===== src/rtl/booth_product_bcd_if.sv =====
// Handshake and result bus between the Booth multiplier's consumer side and
// the binary-to-BCD converter.
interface booth_product_bcd_if #(
  parameter int IN_WIDTH = 16,
  parameter int DIGITS   = 5
);
  logic                  start;
  logic [IN_WIDTH-1:0]   product;
  logic                  busy;
  logic                  done;
  logic                  sign;
  logic [4*DIGITS-1:0]   bcd;

  modport master (
    output start, product,
    input  busy, done, sign, bcd
  );

  modport slave (
    input  start, product,
    output busy, done, sign, bcd
  );
endinterface


===== src/rtl/booth_product_bcd.sv =====
// Sequential signed-binary to sign+BCD converter (double-dabble, one bit per
// cycle) with a start/busy/done handshake.
//
// state | meaning
// IDLE  | waiting for start; product magnitude/sign captured on accept
// CONV  | one add-3/shift iteration per cycle, IN_WIDTH cycles total
// DONE  | one-cycle done pulse; bcd/sign were published on entry
module booth_product_bcd #(
  parameter int IN_WIDTH = 16,
  parameter int DIGITS   = 5
) (
  input  logic                 clk,
  input  logic                 rst,
  booth_product_bcd_if.slave   cvt_io
);

  localparam int CW = $clog2(IN_WIDTH + 1);
  localparam int BW = 4 * DIGITS;

  localparam logic [1:0] S_IDLE = 2'd0;
  localparam logic [1:0] S_CONV = 2'd1;
  localparam logic [1:0] S_DONE = 2'd2;

  logic [1:0]          state_q, state_d;
  logic [IN_WIDTH-1:0] bin_q, bin_d;
  logic [BW-1:0]       scr_q, scr_d;
  logic [CW-1:0]       cnt_q, cnt_d;
  logic                sign_pend_q, sign_pend_d;
  logic                sign_q, sign_d;
  logic [BW-1:0]       bcd_q, bcd_d;

  logic [IN_WIDTH-1:0] magnitude;
  logic [BW-1:0]       scr_adj;
  logic [BW-1:0]       scr_shift;

  // Unsigned view of the negated value: the most negative input maps to
  // 2^(IN_WIDTH-1) without overflow.
  assign magnitude = cvt_io.product[IN_WIDTH-1] ? (~cvt_io.product + 1'b1)
                                                : cvt_io.product;

  always_comb begin
    scr_adj = scr_q;
    for (int i = 0; i < DIGITS; i++) begin
      if (scr_q[4*i +: 4] >= 4'd5) begin
        scr_adj[4*i +: 4] = scr_q[4*i +: 4] + 4'd3;
      end
    end
  end

  assign scr_shift = {scr_adj[BW-2:0], bin_q[IN_WIDTH-1]};

  always_comb begin
    state_d     = state_q;
    bin_d       = bin_q;
    scr_d       = scr_q;
    cnt_d       = cnt_q;
    sign_pend_d = sign_pend_q;
    sign_d      = sign_q;
    bcd_d       = bcd_q;

    case (state_q)
      S_IDLE: begin
        if (cvt_io.start) begin
          bin_d       = magnitude;
          scr_d       = '0;
          sign_pend_d = cvt_io.product[IN_WIDTH-1];
          cnt_d       = CW'(IN_WIDTH);
          state_d     = S_CONV;
        end
      end

      S_CONV: begin
        scr_d = scr_shift;
        bin_d = {bin_q[IN_WIDTH-2:0], 1'b0};
        cnt_d = cnt_q - CW'(1);
        if (cnt_q == CW'(1)) begin
          bcd_d   = scr_shift;
          sign_d  = sign_pend_q;
          state_d = S_DONE;
        end
      end

      S_DONE: begin
        state_d = S_IDLE;
      end

      default: begin
        state_d = S_IDLE;
      end
    endcase
  end

  always_ff @(posedge clk or posedge rst) begin
    if (rst) begin
      state_q     <= S_IDLE;
      bin_q       <= '0;
      scr_q       <= '0;
      cnt_q       <= '0;
      sign_pend_q <= 1'b0;
      sign_q      <= 1'b0;
      bcd_q       <= '0;
    end else begin
      state_q     <= state_d;
      bin_q       <= bin_d;
      scr_q       <= scr_d;
      cnt_q       <= cnt_d;
      sign_pend_q <= sign_pend_d;
      sign_q      <= sign_d;
      bcd_q       <= bcd_d;
    end
  end

  assign cvt_io.busy = (state_q == S_CONV);
  assign cvt_io.done = (state_q == S_DONE);
  assign cvt_io.sign = sign_q;
  assign cvt_io.bcd  = bcd_q;

endmodule


===== src/flat_wrapper.sv =====
// flat-port wrapper written by rule: the top's interface ports become plain ports
module booth_product_bcd_flat 
#(
  parameter int IN_WIDTH = 16,
  parameter int DIGITS   = 5
)
  (clk, rst, cvt_io_start, cvt_io_product, cvt_io_busy, cvt_io_done, cvt_io_sign, cvt_io_bcd);
  booth_product_bcd_if #(.IN_WIDTH(IN_WIDTH), .DIGITS(DIGITS)) cvt_io_i ();
  input  logic clk;
  input  logic rst;
  input wire logic [$bits(cvt_io_i.start)-1:0] cvt_io_start;
  input wire logic [$bits(cvt_io_i.product)-1:0] cvt_io_product;
  output wire logic [$bits(cvt_io_i.busy)-1:0] cvt_io_busy;
  output wire logic [$bits(cvt_io_i.done)-1:0] cvt_io_done;
  output wire logic [$bits(cvt_io_i.sign)-1:0] cvt_io_sign;
  output wire logic [$bits(cvt_io_i.bcd)-1:0] cvt_io_bcd;
  assign cvt_io_i.start = cvt_io_start;
  assign cvt_io_i.product = cvt_io_product;
  assign cvt_io_busy = cvt_io_i.busy;
  assign cvt_io_done = cvt_io_i.done;
  assign cvt_io_sign = cvt_io_i.sign;
  assign cvt_io_bcd = cvt_io_i.bcd;
  booth_product_bcd #(.IN_WIDTH(IN_WIDTH), .DIGITS(DIGITS)) u_core (.clk(clk), .rst(rst), .cvt_io(cvt_io_i));
endmodule

===== config.mk =====
export PLATFORM = sky130hd
export DESIGN_NAME = booth_product_bcd_flat
export DESIGN_NICKNAME = d
export VERILOG_FILES = /design/src/rtl/booth_product_bcd_if.sv /design/src/rtl/booth_product_bcd.sv /design/src/flat_wrapper.sv
export SDC_FILE = /design/constraint.sdc
export NUM_CORES = 1
export LEC_CHECK = 0
export CORE_ASPECT_RATIO = 2
export CORE_MARGIN = 2
export CORE_UTILIZATION = 50
export CTS_CLUSTER_DIAMETER = 150
export CTS_CLUSTER_SIZE = 30
export DETAILED_ROUTE_END_ITERATION = 10
export HOLD_SLACK_MARGIN = 0.08
export PLACE_DENSITY = 0.76
export SLEW_MARGIN = 20
export SYNTH_ARGS = -nofsm -noshare
export SYNTH_HDL_FRONTEND = slang
export SYNTH_SLANG_ARGS = --single-unit
export TNS_END_PERCENT = 5

===== constraint.sdc =====
create_clock -name clk -period 2 [get_ports clk]
set_input_delay 0.4 -clock clk [delete_from_list [all_inputs] [get_ports clk]]
set_output_delay 0.4 -clock clk [all_outputs]
set_load 0.01 [all_outputs]

Word-level counts from Yosys, hierarchy flattened
Index checks and enable logic that the tools add are counted.

word-level totals
  logic and storage cells = 46
  bits of input ports = 19
  flip-flop bits (word level) = 65
  output and inout bits = 23

operators by class
  bitwise operators = 1
  multiplexer cells = 15
  $add $sub $neg = 7
  reduce and logical (&&, ||, !) cells = 6
  $lt $le $gt $ge = 5
  equality and inequality tests = 5

operator list
  operator                                                                             count
  20-bit case mux with 2 select lines                                                  1
  16-bit two-way mux                                                                   2
  16-bit case mux with 2 select lines                                                  1
  4-bit by 3-bit greater-or-equal comparator with 1-bit output, second input constant  5
  20-bit two-way mux                                                                   1
  16-bit by 1-bit adder with 16-bit output, second input constant                      1
  4-bit by 2-bit adder with 4-bit output, second input constant                        4
  4-bit two-way mux                                                                    4
  16-bit inverter                                                                      1
  5-bit case mux with 2 select lines                                                   1
  2-bit AND reduction                                                                  4
  5-bit by 1-bit equality test with 1-bit output, second input constant                1
  5-bit two-way mux                                                                    1
  5-bit by 1-bit subtractor with 5-bit output, second input constant                   1
  2-bit two-way mux                                                                    2
  2-bit case mux with 2 select lines                                                   1
  3-bit by 2-bit adder with 3-bit output, second input constant                        1
  3-bit two-way mux                                                                    1
  2-bit by 1-bit equality test with 1-bit output, second input constant                1
  2-bit equality test, second input constant                                           1
  2-bit logical NOT                                                                    1
  2-bit by 1-bit != test with 1-bit output, second input constant                      1
  2-bit != test, second input constant                                                 1
  2-bit nonzero test                                                                   1

Depth between registers and ports, before layout
  depth in word-level cells = 5
  mapped depth = 8
  gate-level depth less buffers = 6

Worst setup path after synthesis
No wires, ideal clock.

  path type = input port to flip-flop
  start point = in cvt_io_product[0]
  end point = reg u_core.bin_q[14]
  library setup time = 0.066 ns
  arrival time = 1.760 ns
  buffers on the path = 1
  required time = 1.934 ns
  stages on the path = 7
  slack = 0.174 ns
  path through = inv_1 > ha_1 > or3b_2 > clkbuf_1 > nor4_1 > mux2_2 > nand2_1

between the ends
  longest elaborated chain between the ends = 5

ends and longest elaborated chain
  item                                      line                      RTL
  from (decl)                               flat_wrapper.sv:12        input wire logic [$bits(cvt_io_i.product)-1:0] cvt_io_product;
  16-bit inverter                           booth_product_bcd.sv:38   assign magnitude = cvt_io.product[IN_WIDTH-1] ? (~cvt_io.product + 1'b1)
  16-bit by 1-bit adder with 16-bit output  booth_product_bcd.sv:38
  16-bit two-way mux                        booth_product_bcd.sv:38
  16-bit two-way mux                        booth_product_bcd.sv:63   if (cvt_io.start) begin
  16-bit case mux with 2 select lines       booth_product_bcd.sv:61   case (state_q)
  to (signal assigned)                      booth_product_bcd.sv:104  bin_q <= bin_d;
  to (decl)                                 booth_product_bcd.sv:25   logic [IN_WIDTH-1:0] bin_q, bin_d;

No other way between the ends. The select of a mux whose other input is x is not followed.
A chain may end at the register's enable or synchronous reset.

Worst setup path in the final report
  start point = in cvt_io_product[0]
  end point = reg u_core.bin_q[11]

Same word-level chain as after synthesis.

==> results_dict.tcl <==
set metrics [dict create \
    finalSetupViolCount 0 \
    first_pass_iters 4 \
    rsz0062_at_grt "no" \
    nets 430 \
    r2r_slack_ns 0.21 \
    num_rows 42 \
    switchingPower_uw 2320 \
    overflow 0 \
    hold_viol 0 \
    hpwl_mm 5.72 \
    clk_latency_ns 0.33 \
    crit_path_max_fanout 6 \
    power_uw 6570 \
    syn_nets 364 \
    cellPowerDensity_mw_per_mm2 1500 \
    fillers 517 \
    syn_area_sq_mm 0.00336 \
    avgRoutedWirePerCell_um 16.0 \
    hp-class "input pin to asynchronous set/reset pin" \
    crit_arrival_ns 2.05 \
    wl_mm 7.85 \
    grt_pass1_vias 2915 \
    num_io_pins 42 \
    grt_antenna_before_repair 0 \
    clock.fmax_mhz 543 \
    synthXorXnorAreaFrac 0.0443 \
    viasPerCell 5.74 \
    multi_input_area_sq_mm 0.00159 \
    slew_headroom 0.728 \
    ys_seq_area_frac 0.484 \
    cp_cell_sequence "clkdlybuf4s50_1 > or4_4 > o41ai_2 > xor2_1 > a21oi_1" \
    gp_congestion 0.811 \
    fin_area_sq_mm 0.00438 \
    fp.dieW_um 62.0 \
    power_frac_seq 0.357 \
    ant_nets 0 \
    drt_iter0_markers 125 \
    portBuffers 41 \
    ys_warn_count 0 \
    synth_seq_cells 65 \
    placed_area_sq_mm 0.00405 \
    clkPwrFrac 0.242 \
    netlist_instances 332 \
    slowest_delay_ns 0.61 \
    grt_max_degree 52 \
    worst-path-stages 5 \
    num_vias 2819 \
    register_area_sq_mm 0.00163 \
    crit_family "simple AND/OR/NAND/NOR gates" \
    cts_tree "built" \
    cp-end-kind "flop" \
    hold_slack_ns 0.402 \
    p_leak_uw 0.00190 \
    synth_top_family_by_area "compound AO/OA/AOI/OAI gates" \
    synth-simple-area-share 0.140 \
    min_period_ns 1.84 \
    finClkSkew_ns 0.00407 \
    syn_area_per_cell_sq_um 10.1 \
    drive_gt1_frac 0.196 \
    r2r_end "u_core.cvt_io.bcd[17]" \
    cp_slowest_cell "or4_4" \
    intPower_uw 4250 \
    rr_startpoint "u_core.cnt_q[1]" \
    outcome "completed" \
    cts_num_sinks 65 \
    muxShareOfSynthArea 0.0466 \
    cts_buffers 9 \
    clk_pin_slew_ns 0.05 \
    yosysUniqueCellTypes 40 \
    die_h_um 120 \
    cap_violations 0 \
    critical_path_class "input pin to flop" \
    vdd_drop_max_mv 0.663 \
    start_util 0.511 \
    worstRegToRegCells 6 \
    fin_crit_sh 0.920 \
    ctsHoldBuffers 0 \
    path_buf_inv 1 \
    dieArea_sq_mm 0.00743 \
    clk_path_buf_depth 2 \
    pwr-share-comb 0.401 \
    synth_compound_area_frac 0.193 \
    synth-adder-area-share 0.0484 \
    grt_pass1_wl_mm 13.1 \
    maxSlewViolCount 0 \
    syn_to_final_growth_pct 30.5 \
    route.detailed.drc 0 \
    coreArea_sq_mm 0.00657 \
    swShare 0.353 \
    worst_slew_pin_slew_ns 0.407 \
    clock-root-buffer "clkbuf_16" \
    startpoint_type "input pin" \
    diodes 0 \
    htreeDepth 3 \
    cp.required_ns 2.21 \
    globalRouteTotalUtil 0.237 \
]
## worst register-to-register path, delay by kind of cell, from the launching register on
| kind | cells | cell delay [ns] |
|---|---|---|
| buffers and inverters | 2 | 0.42 |
| multiplexers | 1 | 0.40 |
| flip-flops | 1 | 0.38 |
| AND/OR/NAND/NOR | 2 | 0.31 |
| adder cells (fa/ha/maj) | 1 | 0.17 |
## power groups by stage
stage	clock network [uW]	logic, uW	registers (uW)
global route	1660	2940	2420
detailed placement	0	2630	2350
CTS	1600	2670	2340
global placement	0	2520	2320
floorplan	0	1580	2320
finish	1590	2640	2350
## layer usage
metal,track usage,vias up,share of wire
li1,-,1320,-
met2,0.432,77,0.59
met5,0,-,0
met3,0.0409,23,0.029
met1,0.240,1399,0.35
met4,0.113,0,0.036
## cells in the mapped netlist (all sizes together)
cell / number / area [sq um]
dfrtp: 65 / 1630
o21ai: 46 / 230
nand2: 34 / 128
a21oi: 19 / 95.1
inv: 17 / 63.8
clkbuf: 14 / 52.6
ha: 13 / 163
mux2: 13 / 146
a22oi: 11 / 82.6
xor2: 11 / 96.3
nand2b: 8 / 50.1
o22ai: 7 / 43.8
or3b: 7 / 61.3
nor3: 6 / 30.0
nor3b: 6 / 45.0
xnor2: 6 / 52.6
a22o: 5 / 43.8
a31oi: 5 / 31.3
buf: 5 / 31.3
nor2b: 5 / 31.3
o31ai: 4 / 30.0
o41ai: 4 / 65.1
nor2: 3 / 11.3
nor4: 3 / 18.8
or2: 3 / 18.8
or3: 3 / 18.8
nor4b: 2 / 32.5
or4: 2 / 18.8
a211oi: 1 / 7.51
a221oi: 1 / 8.76
mux2i: 1 / 10.0
nand3: 1 / 5.00
o32ai: 1 / 8.76
## flip-flops by register name, indices dropped and copies added, names as in the netlist
name	cells
u_core.cvt_io.bcd	20
u_core.sign_pend_q	1
u_core.bin_q	16
u_core.cvt_io.sign	1
u_core.scr_q	20
u_core.cnt_q	5
u_core.state_q	2
## cells in the final DEF, fill, tap and decap left out, types with 8 or more instances in the layout
cell	netlist	layout
a21oi_1	19	19
a22oi_1	11	11
clkbuf_16	0	9
dfrtp_1	65	63
buf_4	0	32
nand2b_1	8	8
inv_1	16	15
o21ai_0	44	44
xor2_1	11	11
nand2_1	34	34
mux2_2	13	13
clkdlybuf4s50_1	0	40
ha_1	13	13
## final cells by class
type                    instances  share of cell area
flip-flops and latches         65               0.372
clock inverters                 2             0.00800
well taps                      88              0.0251
clock buffers                  14              0.0625
repair buffers                 74               0.154
multi-input cells             231               0.364
inverters                      17              0.0154
## what timing repair did
item                       CTS  global route
gates resized for setup      2             3
hold endpoints to repair     0             0
setup endpoints to repair    2             6
buffers inserted             1             0
## worst max-delay path by stage
stage                                 start          endpoint
after floorplan           cvt_io_product[0]  u_core.bin_q[14]
after global placement    cvt_io_product[0]  u_core.bin_q[14]
after detailed placement  cvt_io_product[0]  u_core.bin_q[14]
after CTS                 u_core.state_q[1]       cvt_io_busy
after global routing      cvt_io_product[1]   u_core.bin_q[9]
final                     cvt_io_product[0]  u_core.bin_q[11]
## cells by family (layout without fill, tap and decap cells)
logic type,count (synthesis),count (layout)
DFF,65,65
muxes,14,14
adders and majority gates,13,13
buffers and inverters,36,107
AOI/OAI and AO/OA,104,104
and+or+nand+nor,83,83
xor gates and xnor gates,17,17
## stage by stage
stage               utilization  setup slack, ns  TNS [ns]  cells
finish                    0.667            0.160         0    491
global route              0.667           0.0553         0    491
CTS                       0.666           0.0111         0    491
detailed placement        0.617           -0.347     -2.08    474
global placement          0.617           -0.297     -1.68    474
floorplan                     -            0.174         0    332
(Power assumes the default switching activity.)
